### src/rtl/jr_resolve_unit.sv
// jr_resolve_unit: execute-stage checker for JR return-address predictions.
// Each JR prediction issued at fetch is queued in order. When the JR resolves in
// execute, the queue head is compared against the real target. A mispredict raises
// a one-cycle FLUSH_OUT together with the correct fetch address.
//
// Ports:
//   CLK, RESET          clock (rising edge), asynchronous active-low reset
//   Pred_*_IN           enqueue request from fetch: taken flag, predicted target, JR PC
//   Resolve_*_IN        resolving JR in execute: its PC and actual target
//   FLUSH_OUT           one-cycle flush on mispredict
//   Redirect_Addr_OUT   correct fetch address, meaningful while FLUSH_OUT=1
//   Full_OUT            queue holds DEPTH entries; fetch must stall JRs
//   Hit/Miss_Count_OUT  saturating prediction statistics
//   Error_OUT           sticky protocol error
module jr_resolve_unit #(
  parameter int unsigned DEPTH = 4,
  parameter int unsigned CNT_W = 16
) (
  input  logic             CLK,
  input  logic             RESET,
  input  logic             Pred_Valid_IN,
  input  logic             Pred_Taken_IN,
  input  logic [31:0]      Pred_Addr_IN,
  input  logic [31:0]      Pred_PC_IN,
  input  logic             Resolve_Valid_IN,
  input  logic [31:0]      Resolve_PC_IN,
  input  logic [31:0]      Resolve_Target_IN,
  output logic             FLUSH_OUT,
  output logic [31:0]      Redirect_Addr_OUT,
  output logic             Full_OUT,
  output logic [CNT_W-1:0] Hit_Count_OUT,
  output logic [CNT_W-1:0] Miss_Count_OUT,
  output logic             Error_OUT
);

  localparam int unsigned PtrW = $clog2(DEPTH);
  localparam int unsigned CntW = $clog2(DEPTH + 1);

  typedef enum logic [0:0] {StRun, StFlush} state_e;

  state_e            state_q, state_d;
  logic [CntW-1:0]   count_q, count_d;
  logic [PtrW-1:0]   wr_ptr_q, wr_ptr_d;
  logic [PtrW-1:0]   rd_ptr_q, rd_ptr_d;
  logic [31:0]       redirect_q, redirect_d;
  logic [CNT_W-1:0]  hit_q, hit_d;
  logic [CNT_W-1:0]  miss_q, miss_d;
  logic              err_q, err_d;

  logic [31:0]       pc_mem   [DEPTH];
  logic [31:0]       addr_mem [DEPTH];
  logic              taken_mem[DEPTH];

  logic              empty, full;
  logic [31:0]       head_pc, head_addr;
  logic              head_taken;
  logic              do_pop, do_push, mispredict, mem_we;

  assign empty      = (count_q == '0);
  assign full       = (count_q == CntW'(DEPTH));
  assign head_pc    = pc_mem[rd_ptr_q];
  assign head_addr  = addr_mem[rd_ptr_q];
  assign head_taken = taken_mem[rd_ptr_q];

  always_comb begin
    state_d    = StRun;  // FLUSH always returns to RUN
    count_d    = count_q;
    wr_ptr_d   = wr_ptr_q;
    rd_ptr_d   = rd_ptr_q;
    redirect_d = redirect_q;
    hit_d      = hit_q;
    miss_d     = miss_q;
    err_d      = err_q;
    do_pop     = 1'b0;
    do_push    = 1'b0;
    mispredict = 1'b0;
    mem_we     = 1'b0;

    // In FLUSH both request inputs belong to the wrong path and are ignored.
    if (state_q == StRun) begin
      if (Resolve_Valid_IN) begin
        if (empty) begin
          mispredict = 1'b1;
          err_d      = 1'b1;
        end else begin
          do_pop = 1'b1;
          if (head_pc != Resolve_PC_IN) err_d = 1'b1;
          if (!(head_taken && head_addr == Resolve_Target_IN && head_pc == Resolve_PC_IN)) begin
            mispredict = 1'b1;
          end
        end
      end

      if (mispredict) begin
        // Everything queued is younger than the mispredicted JR, so drop it all,
        // including a same-cycle push.
        state_d    = StFlush;
        count_d    = '0;
        wr_ptr_d   = '0;
        rd_ptr_d   = '0;
        redirect_d = Resolve_Target_IN;
        if (miss_q != '1) miss_d = miss_q + CNT_W'(1);
      end else begin
        if (do_pop) begin
          rd_ptr_d = rd_ptr_q + PtrW'(1);
          if (hit_q != '1) hit_d = hit_q + CNT_W'(1);
        end
        // A same-cycle hit frees the head slot, so a push is legal even when full.
        if (Pred_Valid_IN) begin
          if (!full || do_pop) do_push = 1'b1;
          else                 err_d   = 1'b1;
        end
        if (do_push) begin
          mem_we   = 1'b1;
          wr_ptr_d = wr_ptr_q + PtrW'(1);
        end
        unique case ({do_push, do_pop})
          2'b10:   count_d = count_q + CntW'(1);
          2'b01:   count_d = count_q - CntW'(1);
          default: count_d = count_q;
        endcase
      end
    end
  end

  always_ff @(posedge CLK or negedge RESET) begin
    if (!RESET) begin
      state_q    <= StRun;
      count_q    <= '0;
      wr_ptr_q   <= '0;
      rd_ptr_q   <= '0;
      redirect_q <= '0;
      hit_q      <= '0;
      miss_q     <= '0;
      err_q      <= 1'b0;
    end else begin
      state_q    <= state_d;
      count_q    <= count_d;
      wr_ptr_q   <= wr_ptr_d;
      rd_ptr_q   <= rd_ptr_d;
      redirect_q <= redirect_d;
      hit_q      <= hit_d;
      miss_q     <= miss_d;
      err_q      <= err_d;
    end
  end

  // Queue storage needs no reset: entries are only read while count_q says valid.
  always_ff @(posedge CLK) begin
    if (mem_we) begin
      pc_mem[wr_ptr_q]    <= Pred_PC_IN;
      addr_mem[wr_ptr_q]  <= Pred_Addr_IN;
      taken_mem[wr_ptr_q] <= Pred_Taken_IN;
    end
  end

  assign FLUSH_OUT         = (state_q == StFlush);
  assign Redirect_Addr_OUT = redirect_q;
  assign Full_OUT          = full;
  assign Hit_Count_OUT     = hit_q;
  assign Miss_Count_OUT    = miss_q;
  assign Error_OUT         = err_q;

endmodule

### config.mk
export PLATFORM = sky130hd
export DESIGN_NAME = jr_resolve_unit
export DESIGN_NICKNAME = d
export VERILOG_FILES = /design/src/rtl/jr_resolve_unit.sv
export SDC_FILE = /design/constraint.sdc
export NUM_CORES = 1
export LEC_CHECK = 0
export ABC_AREA = 1
export ABC_CLOCK_PERIOD_IN_PS = 15700
export CAP_MARGIN = 15
export CORE_MARGIN = 3
export CORE_UTILIZATION = 59
export CTS_CLUSTER_DIAMETER = 150
export DETAILED_ROUTE_END_ITERATION = 16
export GPL_ROUTABILITY_DRIVEN = 0
export GPL_TIMING_DRIVEN = 0
export PLACE_DENSITY = 0.89
export REMOVE_ABC_BUFFERS = 1
export SYNTH_ARGS = -nofsm -noshare
export SYNTH_HDL_FRONTEND = slang
export SYNTH_SLANG_ARGS = --single-unit
export TNS_END_PERCENT = 30
### constraint.sdc
create_clock -name CLK -period 15.7 [get_ports CLK]
set_input_delay 2.355 -clock CLK [delete_from_list [all_inputs] [get_ports CLK]]
set_output_delay 2.355 -clock CLK [all_outputs]
set_load 0.02 [all_outputs]
# Word level (Yosys, flattened, before mapping)
# Memories as Yosys holds them, arrays and structs flattened.
# Cells that the tools add are included.
# word_totals
input_bits,133
ram_bits,260
memories,3
out_inout_bits,67
reg_bits,73
# op_classes
n_eq_ne,8
reduce_logical,14
n_mux,30
add_sub_neg,6
bitwise_logic,2
# mem_list
name,words,word_bits,read_ports,rd_ports_with_merged_regs,wr,line_no,text
addr_mem,4,32,1,0,1,51,logic [31:0] addr_mem [DEPTH];
pc_mem,4,32,1,0,1,50,logic [31:0] pc_mem [DEPTH];
taken_mem,4,1,1,0,1,52,logic taken_mem[DEPTH];
# op_table
op,count
equality test 32 bit,2
adder 16 x 1 -> 16 bit (second input constant),2
!= test 16 bit (second input constant),2
!= test 32 bit,1
two-way mux 1 bit,24
two-way mux 2 bit,4
AND reduction 2 bit,4
one-hot mux 3 bit (2 select lines),1
adder 2 x 1 -> 2 bit (second input constant),2
AND reduction 4 bit,1
nonzero test 2 bit,2
adder 3 x 1 -> 3 bit (second input constant),1
equality test 3 bit (second input constant),1
zero test 3 bit,1
two-way mux 3 bit,1
AND reduction 3 bit,1
nonzero test 3 bit,1
subtractor 3 x 1 -> 3 bit (second input constant),1
equality test 2 x 1 -> 1 bit (second input constant),1
equality test 2 bit (second input constant),1
logical AND 1 bit,2
inverter 1 bit,2
zero test 1 bit,1
logical OR 1 bit,1

# Longest topological paths before layout
# Gate-level depths: netlist of the first run.
# An unclocked memory read counts as a cell.
# depth
ltp_word,15
mapped_depth,20

# Least setup slack after synthesis of the first run
# OpenSTA, ideal clock, no wires.
# synth_timing
kind,input-to-reg
startpoint,input port Resolve_PC_IN[9]
endpoint,memory addr_mem[0][0] (enable)
setup_time_ps,488
slack_ps,9234
n_path_buf,0
t_required_ps,15212
arrival_time_ps,5978
stages,11
cell_sequence,nand3b_1 o21ai_0 nor2_1 nand2_1 nor2_1 nand2_1 nor2_1 nand2_2 nand2_4 nand2_1 nor2_1
# synth_via
elab_chain_len,10
# synth_lines
item,line_no,text
"start, declared",26,"input logic [31:0] Resolve_PC_IN,"
equality test 32 bit,88,if (!(head_taken && head_addr == Resolve_Target_IN && head_pc == Resolve_PC_IN)) begin
logical AND 1 bit,88,
two-way mux 1 bit,88,
two-way mux 1 bit,82,if (empty) begin
two-way mux 1 bit,81,if (Resolve_Valid_IN) begin
two-way mux 1 bit,80,if (state_q == StRun) begin
two-way mux 1 bit,94,if (mispredict) begin
two-way mux 1 bit,80,
two-way mux 1 bit,150,if (mem_we) begin
two-way mux 1 bit (not written as such),152,addr_mem[wr_ptr_q] <= Pred_Addr_IN;
"end, declared",51,
# No other way between the ends. The select of a mux whose other input is x is not followed.

# Worst setup path in the final report of the first run
# layout_timing
startpoint,input port Resolve_PC_IN[7]
endpoint,memory pc_mem[2][19] (enable)
# layout_via
elab_chain_len,10
# layout_lines
item,line_no,text
equality test 32 bit,88,
logical AND 1 bit,88,
two-way mux 1 bit,88,
two-way mux 1 bit,82,
two-way mux 1 bit,81,
two-way mux 1 bit,80,
two-way mux 1 bit,94,
two-way mux 1 bit,80,
two-way mux 1 bit,150,
two-way mux 1 bit (not written as such),151,pc_mem[wr_ptr_q] <= Pred_PC_IN;
"end, declared",50,
# No other way between the ends. The select of a mux whose other input is x is not followed.

==> metrics.log, run 1 <==
INFO  metric outcome = completed
INFO  metric slew_viol_final = 0
INFO  metric post_synth_xor_area_fraction = 0.0322
INFO  metric setup_ws = 10.23 ns
INFO  metric post-cts-setup-buffer-count = 0
INFO  metric final.period_utilization = 0.349
INFO  metric num-nets-final = 1,754
INFO  metric io_buffer_count = 199
INFO  metric rsz0062_at_grt = no
INFO  metric totalWireLength = 33,700 um
INFO  metric power.clock.fraction = 0.364
INFO  metric synth-edff-count = 260
INFO  metric max_freq = 183 MHz
INFO  metric std_cell_rows = 57
INFO  metric floorplan.die_area = 26,800 um2
INFO  metric register_area = 9640 um2
INFO  metric p_int = 0.00169 W
INFO  metric power.share.switching = 0.267
INFO  metric critical-path-slowest-cell = sky130_fd_sc_hd__nor2_4
INFO  metric first_global_vias = 10,800
INFO  metric first_pass_iters = 5
INFO  metric die_width = 164 um
INFO  metric start_util = 0.602
INFO  metric compound_gate_fraction_of_synth_area = 0.00810
INFO  metric cts_root_buffer = sky130_fd_sc_hd__clkbuf_16
INFO  metric timing_endpoint_of_the_critical_path = pc_mem[2][19]$_DFFE_PP_
INFO  metric design.portCount = 200
INFO  metric power.share.sequential = 0.453
INFO  metric place_worst_setup_slack = 9.71 ns
INFO  metric synth_cell_types = 29
INFO  metric reported_leakage_power = 7.24 nW
INFO  metric area_taken_by_multi_input_logic_gates = 4520 um2
INFO  metric timing.critical_path.to_type = flop
INFO  metric worst_ep_arrival_time = 5.67 ns
INFO  metric power_per_cell_area = 126 nW/um2
INFO  metric worstPathRequired = 15.89 ns
INFO  metric post_synth_mux_area_share = 0
INFO  metric grt_pass1_wl = 53,000 um
INFO  metric yosys_register_bits = 333
INFO  metric ir_drop = 0.102 mV
INFO  metric detailedPlacementHpwl = 21,700 um
INFO  metric clkTransAtPathRegs = 0.06 ns
INFO  metric core = 24,400 um2
INFO  metric cts_resized = 0
INFO  metric cts-htree-levels = 2
INFO  metric proportion_of_layout_cells_with_a_drive_suffix_above_1 = 0.0488
INFO  metric timing.max_cap.violations = 0
INFO  metric combPwrFrac = 0.183
INFO  metric reg_to_reg_slack_setup = 10.27 ns
INFO  metric min-delay-path-class = reg -> reg
INFO  metric switching_power = 0.000615 W
INFO  metric slew_headroom = 0.313
INFO  metric r2r_cells = 18
INFO  metric post_synth_inst_count = 1,423
INFO  metric globalRouteTotalUtil = 0.251
INFO  metric dominant_combinational_cell_family_by_area_after_synthesis = simple AND/OR/NAND/NOR gates
INFO  metric vias_per_cell = 5.51
INFO  metric critical_path.max_fanout = 28
INFO  metric fin_worst_skew = 0.0142 ns
INFO  metric finalHoldViolCount = 0
INFO  metric cts_num_sinks = 333
INFO  metric worst_path_largest_cell_delay = 0.79 ns
INFO  metric worstReg2RegStart = rd_ptr_q[0]$_DFFE_PN0P_
INFO  metric worstPathCellList = clkdlybuf4s50_1 > nand3b_1 > nand2_1 > nor2_1 > nand3_1 > nor2_1 > nand2_1 > nor2_1 > nand2_2 > nand2_4 > nand2_1 > nor2_4 > buf_12
INFO  metric synthArstFlopShare = 0.219
INFO  metric post_synth_fa_ha_maj_area_fraction = 0.00648
INFO  metric timing_worst_setup_path_type = in -> reg
INFO  metric tritoncts = done
INFO  metric critical_path.startpoint = Resolve_PC_IN[7]
INFO  metric yosysWarningCount = 0
INFO  metric avgRoutedWirePerCell = 17.1 um
INFO  metric fin_setup_tns = 0 ns
INFO  metric synth-main-ff-cell = sky130_fd_sc_hd__edfxtp_1
INFO  metric synth.top_cells.by_area = sky130_fd_sc_hd__edfxtp_1, sky130_fd_sc_hd__nand2_1, sky130_fd_sc_hd__dfrtp_1
INFO  metric timing_worst_slew_pin_value = 1.03 ns
INFO  metric layout.cells.most_common_list = sky130_fd_sc_hd__nand2_1, sky130_fd_sc_hd__edfxtp_1, sky130_fd_sc_hd__clkdlybuf4s50_1
INFO  metric ant_nets = 0
INFO  metric drt_iter0_markers = 890
INFO  metric grt_max_degree = 95
INFO  metric synth.yosys.seq_area_share = 0.657
INFO  metric finalSetupViolations = 0
INFO  metric cts.hold.buffers_added = 0
INFO  metric drc = 0
INFO  metric synthDominantAreaCellType = sky130_fd_sc_hd__edfxtp_1
INFO  metric synthToLayoutAreaGrowth = 24.3%
INFO  metric filler_cell_count = 1,540
INFO  metric vias = 10,800
INFO  metric yosysTopAreaCellShare = 0.532
INFO  metric post-route-min-period = 5.47 ns
INFO  metric grt_antenna_before_repair = 5
INFO  metric start_kind = input port
INFO  metric globalRoute.totalOverflow = 0
INFO  metric postSynthAreaPerCell = 10.3 um2
INFO  metric post_synth_and_or_nand_nor_area_fraction = 0.259
INFO  metric fp.dieH = 164 um
INFO  metric reg2reg_to = pc_mem[2][19]$_DFFE_PP_
INFO  metric cts-buffers-inserted = 35
INFO  metric clock_latency_on_the_worst_skew_pair = 0.50 ns
INFO  metric syn_area = 14,700 um2
INFO  metric final_common_cell = sky130_fd_sc_hd__nand2_1
INFO  metric ctsLongestPathBuffers = 3
==> cells by family after synthesis <==
family | Yosys count
buffers and inverters | 110
XOR/XNOR | 54
flip-flops | 333
AO/OA/AOI/OAI | 23
adder cells (fa/ha/maj) | 7
AND/OR/NAND/NOR | 896
==> worst min-delay path by stage <==
stage / from / end / slack, ns / depth (start not counted)
final: Redirect_Addr_OUT[18]$_DFFE_PN0P_ / Redirect_Addr_OUT[18]$_DFFE_PN0P_ / 0.48 / 2
after detailed placement: Redirect_Addr_OUT[8]$_DFFE_PN0P_ / Redirect_Addr_OUT[8]$_DFFE_PN0P_ / 0.46 / 2
after floorplan: count_q[0]$_DFFE_PN0P_ / count_q[0]$_DFFE_PN0P_ / 0.46 / 2
after global routing: Redirect_Addr_OUT[18]$_DFFE_PN0P_ / Redirect_Addr_OUT[18]$_DFFE_PN0P_ / 0.49 / 2
after global placement: Redirect_Addr_OUT[7]$_DFFE_PN0P_ / Redirect_Addr_OUT[7]$_DFFE_PN0P_ / 0.46 / 2
after CTS: Redirect_Addr_OUT[8]$_DFFE_PN0P_ / Redirect_Addr_OUT[8]$_DFFE_PN0P_ / 0.48 / 2
==> cell type report <==
class	count	share of cell area
sequential	333	0.529
multi-input combinational	980	0.248
timing repair buffer	212	0.125
clock buffer	53	0.0562
tap	324	0.0222
inverter	52	0.0108
clock inverter	10	0.00857
antenna	2	0.000274
==> layer usage <==
layer / global-route usage / part of all wire / vias to the layer above
li1: - / - / 5155
met1: 0.304 / 0.38 / 5153
met2: 0.437 / 0.51 / 431
met3: 0.0595 / 0.077 / 85
met4: 0.0984 / 0.029 / 8
met5: 0 / 0.0016 / -
==> cells in the mapped netlist (2+ instances only) <==
cell,instances
sky130_fd_sc_hd__buf_2,37
sky130_fd_sc_hd__buf_4,8
sky130_fd_sc_hd__buf_6,7
sky130_fd_sc_hd__clkbuf_1,5
sky130_fd_sc_hd__dfrtp_1,73
sky130_fd_sc_hd__edfxtp_1,260
sky130_fd_sc_hd__ha_1,6
sky130_fd_sc_hd__inv_1,49
sky130_fd_sc_hd__inv_2,2
sky130_fd_sc_hd__nand2_1,607
sky130_fd_sc_hd__nand2_4,2
sky130_fd_sc_hd__nand3_1,156
sky130_fd_sc_hd__nand3b_1,36
sky130_fd_sc_hd__nand4_1,22
sky130_fd_sc_hd__nor2_1,55
sky130_fd_sc_hd__nor3_1,11
sky130_fd_sc_hd__nor4_1,3
sky130_fd_sc_hd__o21ai_0,16
sky130_fd_sc_hd__o21ai_1,5
sky130_fd_sc_hd__or2_2,2
sky130_fd_sc_hd__xnor2_1,18
sky130_fd_sc_hd__xor2_1,36
==> worst max-delay path, delay by kind of cell <==
family | cells | cell delay [ns]
simple gates | 11 | 2.46
buf+inv | 2 | 0.81
==> power groups by stage <==
stage	Clock (W)	Combinational, W	Sequential [W]
floorplan	0	0.000220	0.00108
global placement	0	0.000385	0.00107
detailed placement	0	0.000418	0.00106
CTS	0.000853	0.000423	0.00104
global route	0.000893	0.000469	0.00105
finish	0.000839	0.000420	0.00104
==> through the flow <==
step	hold WS [ns]	total power, W	area, um2	std cells	util
6_report	0.475	0.00230	18200	1966	0.748
5_1_grt	0.490	0.00241	18200	1965	0.748
4_1_cts	0.482	0.00232	18200	1964	0.748
3_5_place_dp	0.464	0.00148	17100	1901	0.699
3_3_place_gp	0.461	0.00146	16700	1888	0.686
2_1_floorplan	0.465	0.00130	14300	1365	-
==> flip-flops by register name, summed over array words and instances (netlist names) <==
register / count
Redirect_Addr_OUT: 32
wr_ptr_q: 2
Hit_Count_OUT: 16
Miss_Count_OUT: 16
pc_mem: 128
FLUSH_OUT: 1
addr_mem: 128
taken_mem: 4
Error_OUT: 1
count_q: 3
rd_ptr_q: 2
(Power assumes the default switching activity.)
==> run 2, diff against run 1 <==
--- a/config.mk
+++ b/config.mk
@@ -6,15 +6,15 @@
 export NUM_CORES = 1
 export LEC_CHECK = 0
 export ABC_AREA = 1
-export ABC_CLOCK_PERIOD_IN_PS = 15700
+export ABC_CLOCK_PERIOD_IN_PS = 5100
 export CAP_MARGIN = 15
 export CORE_MARGIN = 3
-export CORE_UTILIZATION = 59
+export CORE_UTILIZATION = 55
 export CTS_CLUSTER_DIAMETER = 150
 export DETAILED_ROUTE_END_ITERATION = 16
 export GPL_ROUTABILITY_DRIVEN = 0
 export GPL_TIMING_DRIVEN = 0
-export PLACE_DENSITY = 0.89
+export PLACE_DENSITY = 0.84
 export REMOVE_ABC_BUFFERS = 1
 export SYNTH_ARGS = -nofsm -noshare
 export SYNTH_HDL_FRONTEND = slang
==> constraint.sdc (replaced) <==
create_clock -name CLK -period 5.1 [get_ports CLK]
set_input_delay 0.765 -clock CLK [delete_from_list [all_inputs] [get_ports CLK]]
set_output_delay 0.765 -clock CLK [all_outputs]
set_load 0.02 [all_outputs]
==> metrics.log, run 2 (same netlist as run 1, synthesis figures left out) <==
INFO  metric outcome = completed (unchanged)
INFO  metric cts_root_buffer = sky130_fd_sc_hd__clkbuf_16 (unchanged)
INFO  metric floorplan.die_area = 28,700 um2 (was 26,800 um2)
INFO  metric final.period_utilization = 0.946
INFO  metric design.portCount = 200 (unchanged)
INFO  metric io_buffer_count = 199 (unchanged)
INFO  metric ir_drop = 0.282 mV (was 0.102 mV)
INFO  metric reported_leakage_power = 7.28 nW (was 7.24 nW)
INFO  metric fin_worst_skew = 0.0114 ns (was 0.0142 ns)
INFO  metric core = 26,100 um2 (was 24,400 um2)
INFO  metric critical_path.max_fanout = 40 (was 28)
INFO  metric fp.dieH = 169 um (was 164 um)
INFO  metric grt_max_degree = 93 (was 95)
INFO  metric slew_viol_final = 0 (unchanged)
INFO  metric finalHoldViolCount = 0 (unchanged)
INFO  metric filler_cell_count = 1,808 (was 1,540)
INFO  metric die_width = 169 um (was 164 um)
INFO  metric area_taken_by_multi_input_logic_gates = 4530 um2 (was 4520 um2)
INFO  metric fin_setup_tns = 0 ns (unchanged)
INFO  metric timing.critical_path.to_type = flop (unchanged)
INFO  metric worstPathRequired = 5.23 ns (was 15.89 ns)
INFO  metric place_worst_setup_slack = -0.0711 ns (was 9.71 ns)
INFO  metric detailedPlacementHpwl = 21,500 um (was 21,700 um)
INFO  metric cts.hold.buffers_added = 0 (unchanged)
INFO  metric layout.cell_area.non_filler = 18,300 um2 (was 18,200 um2)
INFO  metric max_freq = 207 MHz
INFO  metric avgRoutedWirePerCell = 17.1 um (about the same)
INFO  metric ctsLongestPathBuffers = 3 (unchanged)
INFO  metric cts-htree-levels = 2 (unchanged)
INFO  metric power_per_cell_area = 384 nW/um2 (was 126 nW/um2)
INFO  metric clock_latency_on_the_worst_skew_pair = 0.51 ns (was 0.50 ns)
INFO  metric min-delay-path-class = in -> async (was reg -> reg)
INFO  metric first_global_vias = 10,700 (was 10,800)
INFO  metric worst_ep_arrival_time = 4.96 ns (was 5.67 ns)
INFO  metric tritoncts = done (unchanged)
INFO  metric timing_worst_setup_path_type = reg -> reg (was in -> reg)
INFO  metric antenna_cells = 0 (was 2)
INFO  metric grt_antenna_before_repair = 3 (was 5)
INFO  metric start_util = 0.561 (was 0.602)
INFO  metric synthToLayoutAreaGrowth = 25.0% (was 24.3%)
INFO  metric final_common_cell = sky130_fd_sc_hd__nand2_1 (unchanged)
INFO  metric rsz0062_at_grt = yes (was no)
INFO  metric slew_headroom = 0.326 (was 0.313)
INFO  metric num-nets-final = 1,764 (was 1,754)
INFO  metric worst_slack_on_hold_paths = 0.106 ns (was 0.475 ns)
INFO  metric register_area = 9640 um2 (unchanged)
INFO  metric timing.max_cap.violations = 0 (unchanged)
INFO  metric post-route-min-period = 4.83 ns
INFO  metric timing_worst_slew_pin_value = 1.01 ns (was 1.03 ns)
INFO  metric postPlaceCellArea = 17,100 um2 (about the same)
INFO  metric worstReg2RegStart = rd_ptr_q[1]$_DFFE_PN0P_ (was rd_ptr_q[0]$_DFFE_PN0P_)
INFO  metric vias = 10,800 (about the same)
INFO  metric globalRoute.totalOverflow = 0 (unchanged)
INFO  metric clkTransAtPathRegs = 0.06 ns (about the same)
INFO  metric totalWireLength = 34,000 um (was 33,700 um)
INFO  metric drt_iter0_markers = 983 (was 890)
INFO  metric first_pass_iters = 5 (unchanged)
INFO  metric std_cell_rows = 59 (was 57)
INFO  metric layout.cells.most_common_list = sky130_fd_sc_hd__nand2_1, sky130_fd_sc_hd__edfxtp_1, sky130_fd_sc_hd__clkdlybuf4s50_1 (unchanged)
INFO  metric grt_pass1_wl = 53,600 um (was 53,000 um)
INFO  metric proportion_of_layout_cells_with_a_drive_suffix_above_1 = 0.0540 (was 0.0488)
INFO  metric cts_num_sinks = 333 (unchanged)
INFO  metric cts-buffers-inserted = 36 (was 35)
INFO  metric vias_per_cell = 5.42 (was 5.51)
INFO  metric critical_path.startpoint = rd_ptr_q[1]$_DFFE_PN0P_ (was Resolve_PC_IN[7])
INFO  metric globalRouteTotalUtil = 0.235 (was 0.251)
INFO  metric finalSetupViolations = 0 (unchanged)
INFO  metric start_kind = flop (was input port)
INFO  metric setup_ws = 0.274 ns (was 10.23 ns)
INFO  metric ant_nets = 0 (unchanged)
INFO  metric drc = 0 (unchanged)
INFO  metric finalPower = 0.00705 W (was 0.00230 W)
==> run 2: cell count changes in the layout (fill, tap and decap cells not counted), moves of 3 or more <==
| cell | before | now |
|---|---|---|
| sky130_fd_sc_hd__clkbuf_1 | 12 | 9 |
| sky130_fd_sc_hd__clkinv_1 | 0 | 3 |
| sky130_fd_sc_hd__buf_12 | 6 | 12 |
| sky130_fd_sc_hd__buf_4 | 1 | 5 |
==> run 2: repair_timing <==
| item | CTS | global route |
|---|---|---|
| resized for setup | 0 | 2 |
| pin swaps | 1 | 2 |
| endpoints found under the setup margin | 43 | 220 |
| buffers inserted | 1 | 7 |
| gates cloned | 1 | 0 |
==> run 2: worst paths after layout <==
check	cells after the start	slack, ns	endpoint
worst max-delay path	14	0.27	addr_mem[1][10]$_DFFE_PP_
worst min-delay path	1	0.11	Redirect_Addr_OUT[4]$_DFFE_PN0P_
worst max register to register	14	0.27	addr_mem[1][10]$_DFFE_PP_
worst min register to register	2	0.48	Redirect_Addr_OUT[1]$_DFFE_PN0P_
max in group asynchronous	2	4.40	rd_ptr_q[0]$_DFFE_PN0P_
min in group CLK	2	0.48	Redirect_Addr_OUT[1]$_DFFE_PN0P_
==> run 2: area by class of cell <==
type                            count  share of cell area
Multi-Input combinational cell    981               0.247
Tap cell                          335              0.0228
Clock inverter                     12             0.00655
Inverter                           52              0.0110
Sequential cell                   333               0.526
Clock buffer                       51              0.0573
Timing Repair Buffer              220               0.130
==> run 2: report_power, final <==
group | total [W] | switching, W | internal (W) | leakage, nW
Sequential | 0.00320 | 0.000132 | 0.00307 | 3.30
Combinational | 0.00132 | 0.000785 | 0.000535 | 3.41
Clock | 0.00253 | 0.000992 | 0.00154 | 0.572
Total | 0.00705 | 0.00191 | 0.00514 | 7.28
==> run 2: per-layer routing <==
| metal | track usage | wire [um] |
|---|---|---|
| met3 | 0.0515 | 2420 |
| met5 | 0 | 54 |
| met1 | 0.292 | 13800 |
| met2 | 0.416 | 17100 |
| met4 | 0.0669 | 620 |
==> run 2: worst max-delay path, stage by stage, from the launching register on <==
cell                       delay, ns
sky130_fd_sc_hd__dfrtp_4        0.71
sky130_fd_sc_hd__inv_2          0.57
sky130_fd_sc_hd__buf_12         0.31
sky130_fd_sc_hd__nand3_1        0.16
sky130_fd_sc_hd__nand3b_1       0.12
sky130_fd_sc_hd__nand2_1        0.06
sky130_fd_sc_hd__nor2_1         0.12
sky130_fd_sc_hd__nand2_1        0.06
sky130_fd_sc_hd__nor2_1         0.15
sky130_fd_sc_hd__nand2_1        0.12
sky130_fd_sc_hd__nor2_1         0.33
sky130_fd_sc_hd__nand2_2        0.17
sky130_fd_sc_hd__nand2_4        0.26
sky130_fd_sc_hd__nand2_1        0.39
sky130_fd_sc_hd__nor2_2         0.84
==> run 2: metrics by stage <==
stage	std cells	util
floorplan	1365	-
global placement	1899	0.640
detailed placement	1912	0.653
CTS	1977	0.698
global route	1984	0.702
finish	1984	0.702
